--- config.mk ---
export PLATFORM = sky130hd
export DESIGN_NAME = imm_encoder_flat
export DESIGN_NICKNAME = d
export VERILOG_FILES = /design/src/rtl/imm_encoder_if.sv /design/src/rtl/imm_encoder.sv /design/src/flat_wrapper.sv
export SDC_FILE = /design/constraint.sdc
export NUM_CORES = 1
export LEC_CHECK = 0
export ABC_CLOCK_PERIOD_IN_PS = 2300
export BUFFER_PORTS_ARGS = -buffer_cell sky130_fd_sc_hd__buf_2
export CAP_MARGIN = 20
export CORE_UTILIZATION = 47
export CTS_CLUSTER_DIAMETER = 100
export CTS_CLUSTER_SIZE = 8
export DETAILED_ROUTE_END_ITERATION = 10
export PLACE_DENSITY_LB_ADDON = 0.1
export SLEW_MARGIN = 20
export SYNTH_ARGS = -nofsm -noshare
export SYNTH_HDL_FRONTEND = slang
export SYNTH_SLANG_ARGS = --single-unit
--- constraint.sdc ---
create_clock -name clk -period 2.3 [get_ports clk]
set_clock_uncertainty 0.2 [all_clocks]
set_input_delay 0.345 -clock clk [delete_from_list [all_inputs] [get_ports clk]]
set_output_delay 0.345 -clock clk [all_outputs]
set_load 0.02 [all_outputs]
--- src/rtl/imm_encoder_if.sv ---
// imm_encoder_if: request and output streams of the immediate encoder.
//   req_valid/req_ready : request handshake carrying req_op, req_value, req_tmpl
//   out_valid/out_ready : output handshake carrying out_inst, out_last, out_err
// master = request producer / output consumer, slave = encoder.
interface imm_encoder_if;
    localparam int unsigned OP_W   = 3;
    localparam int unsigned WORD_W = 32;

    logic              req_valid;
    logic              req_ready;
    logic [OP_W-1:0]   req_op;
    logic [WORD_W-1:0] req_value;
    logic [WORD_W-1:0] req_tmpl;

    logic              out_valid;
    logic              out_ready;
    logic [WORD_W-1:0] out_inst;
    logic              out_last;
    logic              out_err;

    modport master (
        output req_valid, req_op, req_value, req_tmpl, out_ready,
        input  req_ready, out_valid, out_inst, out_last, out_err
    );

    modport slave (
        input  req_valid, req_op, req_value, req_tmpl, out_ready,
        output req_ready, out_valid, out_inst, out_last, out_err
    );
endinterface

--- src/rtl/imm_encoder.sv ---
// imm_encoder: range-checks a value against an immediate format and ORs the
// field bits into an instruction template; also expands load-immediate
// requests into addi.w / lu12i.w / lu12i.w+ori words.
//   clk, rst : clock, asynchronous active-high reset
//   bus      : imm_encoder_if.slave (request stream in, instruction stream out)
//   err_cnt  : saturating count of rejected requests
module imm_encoder #(
    parameter int unsigned ERR_W = 16
) (
    input  logic                clk,
    input  logic                rst,
    imm_encoder_if.slave        bus,
    output logic [ERR_W-1:0]    err_cnt
);
    localparam int unsigned WORD_W  = 32;
    localparam int unsigned RD_W    = 5;
    localparam int unsigned IMM12_W = 12;

    localparam logic [2:0] OP_UI5    = 3'b000;
    localparam logic [2:0] OP_SI12   = 3'b001;
    localparam logic [2:0] OP_UI12   = 3'b010;
    localparam logic [2:0] OP_SI20   = 3'b011;
    localparam logic [2:0] OP_OFFS16 = 3'b100;
    localparam logic [2:0] OP_OFFS26 = 3'b101;
    localparam logic [2:0] OP_LI     = 3'b110;

    localparam logic [WORD_W-1:0] ADDI_W_BASE  = 32'h0280_0000;
    localparam logic [WORD_W-1:0] LU12I_W_BASE = 32'h1400_0000;
    localparam logic [WORD_W-1:0] ORI_BASE     = 32'h0380_0000;

    typedef enum logic [1:0] {
        IDLE    = 2'd0,
        EMIT    = 2'd1,
        EMIT_HI = 2'd2
    } state_t;

    state_t               state;
    logic                 out_valid_q;
    logic [WORD_W-1:0]    out_inst_q;
    logic                 out_last_q;
    logic                 out_err_q;
    logic [RD_W-1:0]      hi_rd_q;
    logic [IMM12_W-1:0]   hi_imm_q;

    logic [WORD_W-1:0]    v;
    logic [WORD_W-1:0]    t;
    logic [RD_W-1:0]      rd;
    logic                 fits_si12;
    logic                 fits_offs16;
    logic                 fits_offs26;
    logic                 lo_zero;
    logic                 aligned;
    logic [WORD_W-1:0]    li_addi;
    logic [WORD_W-1:0]    li_lu12i;
    logic [WORD_W-1:0]    ori_word;
    logic [WORD_W-1:0]    enc_inst;
    logic                 enc_err;
    logic                 enc_two;
    logic                 accept;

    assign v  = bus.req_value;
    assign t  = bus.req_tmpl;
    assign rd = bus.req_tmpl[RD_W-1:0];

    // Sign-range tests: every bit above the field's sign bit equals it.
    assign fits_si12   = (&v[31:11]) | ~(|v[31:11]);
    assign fits_offs16 = (&v[31:17]) | ~(|v[31:17]);
    assign fits_offs26 = (&v[31:27]) | ~(|v[31:27]);
    assign lo_zero     = (v[11:0] == 12'd0);
    assign aligned     = (v[1:0] == 2'b00);

    assign li_addi  = ADDI_W_BASE  | {10'd0, v[11:0], 5'd0, rd};
    assign li_lu12i = LU12I_W_BASE | {7'd0, v[31:12], rd};
    // Second LI word comes only from state captured at accept.
    assign ori_word = ORI_BASE | {10'd0, hi_imm_q, hi_rd_q, hi_rd_q};

    // Encode the request currently on the bus; illegal values pass the template through.
    always_comb begin
        enc_inst = t;
        enc_err  = 1'b0;
        enc_two  = 1'b0;
        case (bus.req_op)
            OP_UI5: begin
                if (v[31:5] == 27'd0) enc_inst = t | {17'd0, v[4:0], 10'd0};
                else                  enc_err  = 1'b1;
            end
            OP_SI12: begin
                if (fits_si12) enc_inst = t | {10'd0, v[11:0], 10'd0};
                else           enc_err  = 1'b1;
            end
            OP_UI12: begin
                if (v[31:12] == 20'd0) enc_inst = t | {10'd0, v[11:0], 10'd0};
                else                   enc_err  = 1'b1;
            end
            OP_SI20: begin
                if (lo_zero) enc_inst = t | {7'd0, v[31:12], 5'd0};
                else         enc_err  = 1'b1;
            end
            OP_OFFS16: begin
                if (aligned && fits_offs16) enc_inst = t | {6'd0, v[17:2], 10'd0};
                else                        enc_err  = 1'b1;
            end
            OP_OFFS26: begin
                if (aligned && fits_offs26) enc_inst = t | {6'd0, v[17:2], v[27:18]};
                else                        enc_err  = 1'b1;
            end
            OP_LI: begin
                if (fits_si12) begin
                    enc_inst = li_addi;
                end else if (lo_zero) begin
                    enc_inst = li_lu12i;
                end else begin
                    enc_inst = li_lu12i;
                    enc_two  = 1'b1;
                end
            end
            default: enc_err = 1'b1;
        endcase
    end

    // A new request may enter whenever no word is held or the held last word is leaving.
    assign bus.req_ready = (state == IDLE) || ((state == EMIT) && bus.out_ready);
    assign accept        = bus.req_valid && bus.req_ready;

    assign bus.out_valid = out_valid_q;
    assign bus.out_inst  = out_inst_q;
    assign bus.out_last  = out_last_q;
    assign bus.out_err   = out_err_q;

    // Output FSM, output word register and error counter.
    always_ff @(posedge clk or posedge rst) begin
        if (rst) begin
            state       <= IDLE;
            out_valid_q <= 1'b0;
            out_inst_q  <= '0;
            out_last_q  <= 1'b0;
            out_err_q   <= 1'b0;
            hi_rd_q     <= '0;
            hi_imm_q    <= '0;
            err_cnt     <= '0;
        end else begin
            case (state)
                IDLE: begin
                end
                EMIT: begin
                    if (bus.out_ready && !bus.req_valid) begin
                        state       <= IDLE;
                        out_valid_q <= 1'b0;
                    end
                end
                EMIT_HI: begin
                    if (bus.out_ready) begin
                        state      <= EMIT;
                        out_inst_q <= ori_word;
                        out_last_q <= 1'b1;
                    end
                end
                default: begin
                    state       <= IDLE;
                    out_valid_q <= 1'b0;
                end
            endcase

            // Accepting a request overrides the hold/idle decisions above.
            if (accept) begin
                state       <= enc_two ? EMIT_HI : EMIT;
                out_valid_q <= 1'b1;
                out_inst_q  <= enc_inst;
                out_last_q  <= !enc_two;
                out_err_q   <= enc_err;
                hi_rd_q     <= rd;
                hi_imm_q    <= v[11:0];
                if (enc_err && (err_cnt != {ERR_W{1'b1}})) begin
                    err_cnt <= err_cnt + ERR_W'(1);
                end
            end
        end
    end
endmodule

--- src/flat_wrapper.sv ---
// flat-port wrapper written by rule: the top's interface ports become plain ports
module imm_encoder_flat 
#(
    parameter int unsigned ERR_W = 16
)
  (clk, rst, err_cnt, bus_req_valid, bus_req_op, bus_req_value, bus_req_tmpl, bus_out_ready, bus_req_ready, bus_out_valid, bus_out_inst, bus_out_last, bus_out_err);
  imm_encoder_if bus_i ();
  input  logic clk;
  input  logic rst;
  output logic [ERR_W-1:0] err_cnt;
  input wire logic [$bits(bus_i.req_valid)-1:0] bus_req_valid;
  input wire logic [$bits(bus_i.req_op)-1:0] bus_req_op;
  input wire logic [$bits(bus_i.req_value)-1:0] bus_req_value;
  input wire logic [$bits(bus_i.req_tmpl)-1:0] bus_req_tmpl;
  input wire logic [$bits(bus_i.out_ready)-1:0] bus_out_ready;
  output wire logic [$bits(bus_i.req_ready)-1:0] bus_req_ready;
  output wire logic [$bits(bus_i.out_valid)-1:0] bus_out_valid;
  output wire logic [$bits(bus_i.out_inst)-1:0] bus_out_inst;
  output wire logic [$bits(bus_i.out_last)-1:0] bus_out_last;
  output wire logic [$bits(bus_i.out_err)-1:0] bus_out_err;
  assign bus_i.req_valid = bus_req_valid;
  assign bus_i.req_op = bus_req_op;
  assign bus_i.req_value = bus_req_value;
  assign bus_i.req_tmpl = bus_req_tmpl;
  assign bus_i.out_ready = bus_out_ready;
  assign bus_req_ready = bus_i.req_ready;
  assign bus_out_valid = bus_i.out_valid;
  assign bus_out_inst = bus_i.out_inst;
  assign bus_out_last = bus_i.out_last;
  assign bus_out_err = bus_i.out_err;
  imm_encoder #(.ERR_W(ERR_W)) u_core (.clk(clk), .rst(rst), .bus(bus_i), .err_cnt(err_cnt));
endmodule
==> Word level (Yosys, flattened, before mapping) <==
Index checks and enable logic that the tools add are counted.
{ "op_classes": {"n_addsub": 1, "n_eq_ne": 13, "muxes": 31, "bitwise_logic": 11, "n_reduce_logical": 28} }
{ "op_table": {"columns": ["cell", "n"], "rows": [
  ["32-bit two-way mux", 9],
  ["32-bit case mux with 7 select lines", 1],
  ["32-bit by 26-bit OR with 32-bit output", 2],
  ["32-bit by 15-bit OR with 32-bit output", 1],
  ["32-bit by 22-bit OR with 32-bit output", 1],
  ["32-bit by 25-bit OR with 32-bit output", 1],
  ["29-bit two-way mux", 1],
  ["27-bit logical NOT", 1],
  ["21-bit AND reduction", 1],
  ["21-bit OR reduction", 1],
  ["20-bit logical NOT", 1],
  ["16-bit by 1-bit adder with 16-bit output, second input constant", 1],
  ["16-bit != test, second input constant", 1],
  ["15-bit AND reduction", 1],
  ["15-bit OR reduction", 1],
  ["1-bit two-way mux", 13],
  ["12-bit logical NOT", 1],
  ["3-bit == test, second input constant", 3],
  ["2-bit two-way mux", 4],
  ["1-bit case mux with 7 select lines", 1],
  ["3-bit by 2-bit == test with 1-bit output, second input constant", 2],
  ["1-bit logical AND", 6],
  ["3-bit by 2-bit != test with 1-bit output, second input constant", 2],
  ["2-bit case mux with 3 select lines", 1],
  ["other kinds (17)", 27]
]} }
{ "word_totals": {"reg_bits": 70, "input_bits": 71, "output_inout_bits": 52, "elab_cells": 92} }

==> Logic depth before layout (Yosys ltp) <==
Gate-level depths: netlist (run 1).
{ "logic_depth": {"word_depth": 8, "mapped_depth": 9, "depth_no_buf": 7} }

==> Worst setup path before layout (run 1) <==
OpenSTA, ideal clock, no wires.
{ "synth_path": {"path_kind": "input to register", "start": "in bus_req_value[14]", "end": "reg u_core.err_cnt[1]", "setup_time_ps": 128, "arrival_time_ps": 2364, "t_required_ps": 1972, "slack_ps": -392, "stages": 7, "n_path_buf": 1, "cell_sequence": "or4_1 > or4_4 > and2_4 > buf_6 > a211o_4 > nand3_2 > mux2_1"} }
{ "synth_between": {"elab_chain_cells": 7, "elab_cells_between_ends": 12, "classes_between": "4 x mux; 2 x bitwise; 6 x reduce/logical"} }
{ "synth_lines": {"columns": ["element", "line", "text"], "rows": [
  ["from (decl)", "flat_wrapper.sv:13", "input wire logic [$bits(bus_i.req_value)-1:0] bus_req_value;"],
  ["21-bit OR reduction", "imm_encoder.sv:66", "assign fits_si12 = (&v[31:11]) | ~(|v[31:11]);"],
  ["1-bit inverter", "imm_encoder.sv:66", null],
  ["1-bit OR", "imm_encoder.sv:66", null],
  ["1-bit two-way mux", "imm_encoder.sv:88", "if (fits_si12) enc_inst = t | {10'd0, v[11:0], 10'd0};"],
  ["1-bit case mux with 7 select lines (*)", "imm_encoder.sv:82", "case (bus.req_op)"],
  ["1-bit logical AND (*)", "imm_encoder.sv:173", "if (enc_err && (err_cnt != {ERR_W{1'b1}})) begin"],
  ["2-bit AND reduction (no line) (*)", null, null],
  ["to (signal assigned)", "imm_encoder.sv:174", "err_cnt <= err_cnt + ERR_W'(1);"],
  ["to (decl)", "imm_encoder.sv:13", "output logic [ERR_W-1:0] err_cnt"]
]} }
Every way passes the cells marked *; elsewhere a longest branch is shown, timed or not.
A chain may end at the register's enable or synchronous reset.

==> Final worst setup path (run 1) <==
Ends and elaborated chain as after synthesis.

==> results.toml, run 1 <==
[critical_path]
path_class = "input port to register"
cp-startpoint = "bus_req_value[14]"
cp_num_buf_inv = 1
crit_end = "u_core.err_cnt[1]"
cp_max_fo = 3
max_stage_delay_ns = 0.54
critPathLaunchType = "input port"
cp_num_cells = 7
cp_common_cell = "or4_4"
required_ns = 2.33
crit_family = "simple AND/OR/NAND/NOR gates"
reg2reg_to = "u_core.bus.out_inst[2]"
arrival_ns = 2.34
cp-end-kind = "register"
r2r_cells = 7
rrSetupSlack_ns = 0.06
critical_path.cell_chain = "buf_6, or4_4, or4_4, and2_4, a211o_4, nand3_2, mux2_4"
critical_path.slowest_cell = "or4_4"
timing.rr.start = "u_core.state[0]"

[clocking]
clockBufferDepth = 2
clock_latency_ns = 0.34
cts_buffers = 9
postCtsSetupBuffers = 0
h-tree-depth = 3
cts_sinks = 70
root_buffer = "clkbuf_8"
cts_tree = "done"
clkTransAtPathRegs_ns = 0.08

[place]
place_hpwl_um = 10600
pre_cts_slack_ns = -0.387
dpl.cell_count = 757
io_buffers = 122
placed_area_um2 = 5380
gp_congestion = 0.970

[sta]
rsz0062_at_grt = "yes"
final_max_slew_viol_count = 0
max_slew_margin_pct = 50.0
layout_setup_ws_ns = -0.00930
hold_violations = 0
holdWs_ns = 0.00993
worst_pin_slew_ns = 0.749
period_share_pct = 100
fmax_mhz = 433
finalSetupViolations = 1
period_needed_ns = 2.31

[grt]
grtUsageTotal_pct = 32.2
grt.met3_usage_pct = 4.55
first_global_vias = 4365
grt_max_degree = 34
overflow = 0
grt_pass1_wl_um = 21500
grtUsageMet1_pct = 41.4
grtUsageMet2_pct = 54.1
grt.busiest_layer = "met2"
antenna_found_initial = 0

[floorplanning]
core-area_um2 = 8180
ioPinCount = 123
die_w_um = 93.5
fp-row-count = 33
start_util_pct = 48.1
dieArea_um2 = 8740
die_y_um = 93.5

[hold_path]
worst_hold_path_type = "input port to register"

[power]
ir_drop_mv = 0.549
p_leak_nw = 2.69
power.density_nw_per_um2 = 670

[logic_synthesis]
ys_seq_area_share_pct = 44.5
netlist_instances = 459
synth_flop_cell = "dfrtp_1"
synth_cell_type_count = 57
netlist_area_um2 = 3940
synth_area_leaders = "dfrtp_1 (45%), nand2_1 (9.0%), a21oi_1 (4.7%)"
async_reset_ff_share_pct = 100
synth_edf_count = 0
avgSynthCellArea_um2 = 8.57
syn_nets = 531
synth_largest_area_cell = "dfrtp_1"
yosys.area.top_type_share_pct = 44.5
yosys_warnings = 0
ys_ff_latch = 70

[cells_and_area]
mostFrequentLayoutCell = "buf_2"
n_antenna_cell = 0
final_util_pct = 70.1
layout-drive-gt1-share_pct = 41.4
regArea_um2 = 1750
multi_input_area_um2 = 2230
nFillCells = 706
nNetsFinal = 737
fin_area_um2 = 5730
areaGrowthSynthToFinish_pct = 45.6
mostFrequentLayoutCells = "buf_2 (114), buf_4 (90), nand2_1 (88)"
finalNonFillerCells = 774

[route]
route.antenna.remaining_nets = 0
drt_first_pass_iters = 5
routed_via_density = 5.85
drc = 0
wl_um = 13900
drt_iter0_drc = 254
avgRoutedWirePerCell_um = 17.9
num_vias = 4529

[outcome]
status = "complete, but fails checks"
violations = "setup timing"

[run]
drv_cap = 0
## what timing repair did
action / in CTS / in global routing
gates resized for setup: 3 / 33
pin swaps: 0 / 7
cloned: 0 / 1
hold buffers: 1 / 0
setup endpoints to repair: 6 / 35
endpoints found under the hold margin: 31 / 0
## state kept, by name (all words and copies together) (netlist names)
name	count
u_core.hi_imm_q	12
u_core.bus.out_last	1
u_core.bus.out_valid	1
u_core.state	2
u_core.bus.out_inst	32
u_core.hi_rd_q	5
u_core.bus.out_err	1
u_core.err_cnt	16
## where the power goes
part / total (mW) / internal, mW / leakage, nW / switching [mW]
registers: 1.62 / 1.46 / 0.858 / 0.158
logic: 1.34 / 0.542 / 1.75 / 0.797
clock network: 0.879 / 0.383 / 0.0813 / 0.496
## area by class of cell
class	count	area share [%]
well taps	105	2.29
clock buffers	9	2.16
repair buffers	218	24.8
clock inverters	6	0.677
multi-input cells	358	38.9
inverters	8	0.590
flip-flops and latches	70	30.6
## worst min-delay path by stage
stage	startpoint	to	depth (start not counted)
floorplan	u_core.hi_imm_q[7]	u_core.hi_imm_q[7]	2
global placement	u_core.hi_imm_q[10]	u_core.hi_imm_q[10]	2
detailed placement	u_core.hi_imm_q[10]	u_core.hi_imm_q[10]	2
CTS	bus_req_tmpl[31]	u_core.bus.out_inst[31]	2
global route	bus_req_tmpl[31]	u_core.bus.out_inst[31]	2
finish	bus_req_tmpl[31]	u_core.bus.out_inst[31]	2
## cells by family (layout without fill, tap and decap cells)
logic type / count (synthesis) / count (layout) / synth area share (%)
adder cells (fa/ha/maj): 1 / 1 / 0.318
XOR/XNOR: 15 / 15 / 3.34
multiplexers: 3 / 3 / 0.795
buffers and inverters: 31 / 241 / 3.34
flip-flops: 70 / 70 / 44.5
AND/OR/NAND/NOR: 212 / 212 / 25.6
AO/OA/AOI/OAI: 127 / 127 / 22.1
## worst reg2reg max path: cells and delay by family, from the launching register on
kind	cells	cell delay, ns
DFF	1	0.39
AOI/OAI and AO/OA	2	0.23
and+or+nand+nor	3	0.87
buffers and inverters	2	0.49
## layer usage
metal	part of all wire, %	vias up
met5	0	-
met3	6.3	28
met4	2.7	0
li1	-	2101
met2	48	199
met1	43	2201
## synth_stat cells, drive strengths merged (3+ instances only)
master  instances
o21ai          27
a221oi         17
a22o            4
or3             4
a31o            3
nor3b           3
o22ai           9
clkbuf         17
buf             6
o22a            3
a221o           9
inv             8
nand2          94
nor4            6
xnor2          15
dfrtp          70
a21oi          37
nand4          11
nand3          26
nor3           10
or4             4
nor2           42
## per-stage QoR
| step | total power [mW] | setup TNS [ns] |
|---|---|---|
| 6_report | 3.84 | -0.00930 |
| 5_1_grt | 4.04 | -0.199 |
| 4_1_cts | 3.82 | 0 |
| 3_5_place_dp | 2.93 | -11.03 |
| 3_3_place_gp | 2.89 | -10.49 |
| 2_1_floorplan | 2.34 | -3.99 |
No activity file was read; power rests on OpenSTA's default activity.
==> run 2: changes to the inputs <==
--- a/config.mk
+++ b/config.mk
@@ -5,10 +5,10 @@
 export SDC_FILE = /design/constraint.sdc
 export NUM_CORES = 1
 export LEC_CHECK = 0
-export ABC_CLOCK_PERIOD_IN_PS = 2300
+export ABC_CLOCK_PERIOD_IN_PS = 2680
 export BUFFER_PORTS_ARGS = -buffer_cell sky130_fd_sc_hd__buf_2
 export CAP_MARGIN = 20
-export CORE_UTILIZATION = 47
+export CORE_UTILIZATION = 50
 export CTS_CLUSTER_DIAMETER = 100
 export CTS_CLUSTER_SIZE = 8
 export DETAILED_ROUTE_END_ITERATION = 10
==> constraint.sdc (replaced) <==
create_clock -name clk -period 2.68 [get_ports clk]
set_clock_uncertainty 0.2 [all_clocks]
set_input_delay 0.402 -clock clk [delete_from_list [all_inputs] [get_ports clk]]
set_output_delay 0.402 -clock clk [all_outputs]
set_load 0.02 [all_outputs]
==> results.toml, run 2 (same netlist as run 1, synthesis figures left out) <==
[floorplanning]
dieArea_um2 = 8230
core-area_um2 = 7450
fp-row-count = 31
ioPinCount = 123
die_w_um = 90.7
die_y_um = 90.7
start_util_pct = 52.8

[critical_path]
crit_family = "simple AND/OR/NAND/NOR gates"
critical_path.slowest_cell = "dfrtp_1"
critical_path.cell_chain = "nor2b_1, or3b_2, buf_4, nor2_1, buf_4, a221oi_1, a21oi_1"
max_stage_delay_ns = 0.44
cp_common_cell = "buf_4"
cp-end-kind = "register"
cp_max_fo = 23
timing.rr.start = "u_core.state[0]"
arrival_ns = 2.49
required_ns = 2.70
cp_num_buf_inv = 2
rrSetupSlack_ns = 0.21
path_class = "register to register"
cp-startpoint = "u_core.state[0]"
critPathLaunchType = "register"

[clocking]
ctsResizeCount = 0
h-tree-depth = 3
clkTransAtPathRegs_ns = 0.08
cts_sinks = 70
cts_buffers = 9
cts_tree = "done"
postCtsSetupBuffers = 0
clock_latency_ns = 0.35
root_buffer = "clkbuf_8"
clockBufferDepth = 2

[cells_and_area]
layout-drive-gt1-share_pct = 33.8
mostFrequentLayoutCells = "buf_2 (122), nand2_1 (94), dfrtp_1 (70)"
finalNonFillerCells = 730
regArea_um2 = 1750
nFillCells = 661
areaGrowthSynthToFinish_pct = 33.1
n_antenna_cell = 0
nNetsFinal = 698
mostFrequentLayoutCell = "buf_2"
largest_reg_flops = 32
multi_input_area_um2 = 2070

[route]
route.antenna.remaining_nets = 0
routed_via_density = 5.92
drc = 0
num_vias = 4318
wl_um = 12900
drt_first_pass_iters = 6
drt_iter0_drc = 361
avgRoutedWirePerCell_um = 17.7

[grt]
grtUsageTotal_pct = 32.4
grt_max_degree = 41
antenna_found_initial = 0
overflow = 0
grt_pass1_wl_um = 21000
first_global_vias = 4280

[sta]
rsz0062_at_grt = "no"
worst_pin_slew_ns = 0.717
period_needed_ns = 2.47
max_slew_margin_pct = 52.2
hold_violations = 0
fmax_mhz = 404
period_share_pct = 92.3
final_max_slew_viol_count = 0
finalSetupViolations = 0

[place]
dpl.cell_count = 713
place_hpwl_um = 9900
io_buffers = 122
gp_congestion = 0.939

[power]
total_power_mw = 3.31
ir_drop_mv = 0.414
clkPwrFrac_pct = 26.0
intPower_mw = 2.09
switchingPower_mw = 1.22
combPwrFrac_pct = 31.5
p_seq_share_pct = 42.5
power.density_nw_per_um2 = 631
switching_share_pct = 36.8
p_leak_nw = 2.44

[run]
drv_cap = 0

[outcome]
status = "finished clean"

[hold_path]
worst_hold_path_type = "input port to register"
holdCritStartpoint = "bus_req_tmpl[30]"
==> run 2: cell count changes in the layout (fill, tap and decap cells not counted), moves of 3 or more <==
cell,previous run,this run
buf_4,90,54
buf_2,114,122
buf_6,8,0
nand2_1,88,94
nand2_2,6,0
o21ai_0,19,24
o21ai_1,8,3
a221oi_1,13,17
a221oi_2,4,0
nor4_2,0,4
nor4_4,4,0
clkinv_2,3,0
==> run 2: path summary, 6_finish.rpt <==
kind,depth (start not counted),end
setup / recovery,7,u_core.bus.out_inst[6]
hold / removal,2,u_core.bus.out_inst[30]
setup reg to reg,7,u_core.bus.out_inst[6]
hold reg to reg,2,u_core.hi_imm_q[5]
max in group asynchronous,4,u_core.bus.out_inst[10]
min in group asynchronous,3,u_core.state[0]
==> run 2: timing repair <==
action,in CTS,in global routing
hold buffers,1,0
endpoints found under the setup margin,0,0
endpoints found under the hold margin,30,0
==> run 2: per-stage QoR <==
step                TNS [ns]  cell area [µm²]  hold slack [ns]  utilization [%]  setup slack (ns)
finish                     0             5240           0.0725             70.3             0.205
global route               0             5240           0.0680             70.3             0.106
CTS                        0             5240           0.0648             70.3             0.233
detailed placement    -0.796             5030            0.257             67.5           -0.0758
global placement      -0.457             5030            0.249             67.5           -0.0751
floorplan            -0.0333             3940            0.232                -           -0.0333
==> run 2: per-layer routing <==
layer / track usage, % / routed length [µm] / vias to the layer above
met4: 13.0 / 285 / 0
met3: 4.80 / 912 / 33
li1: - / - / 2018
met2: 52.1 / 6010 / 227
met1: 43.8 / 5740 / 2040
met5: 0 / 0 / -
==> run 2: area by class of cell <==
| cell class | instances | area share (%) |
|---|---|---|
| multi-input combinational | 358 | 39.5 |
| sequential | 70 | 33.5 |
| timing repair buffer | 179 | 20.4 |
| clock buffer | 10 | 2.44 |
| tap | 99 | 2.37 |
| clock inverter | 6 | 1.34 |
| inverter | 8 | 0.573 |
==> run 2: power by group through the flow <==
stage                     registers, mW  logic (mW)  clock network (mW)
after global routing               1.43        1.13               0.917
after detailed placement           1.42        1.04                   0
after floorplan                    1.59       0.414                   0
after CTS                          1.40        1.04               0.877
after global placement             1.41        1.01                   0
final                              1.40        1.04               0.861
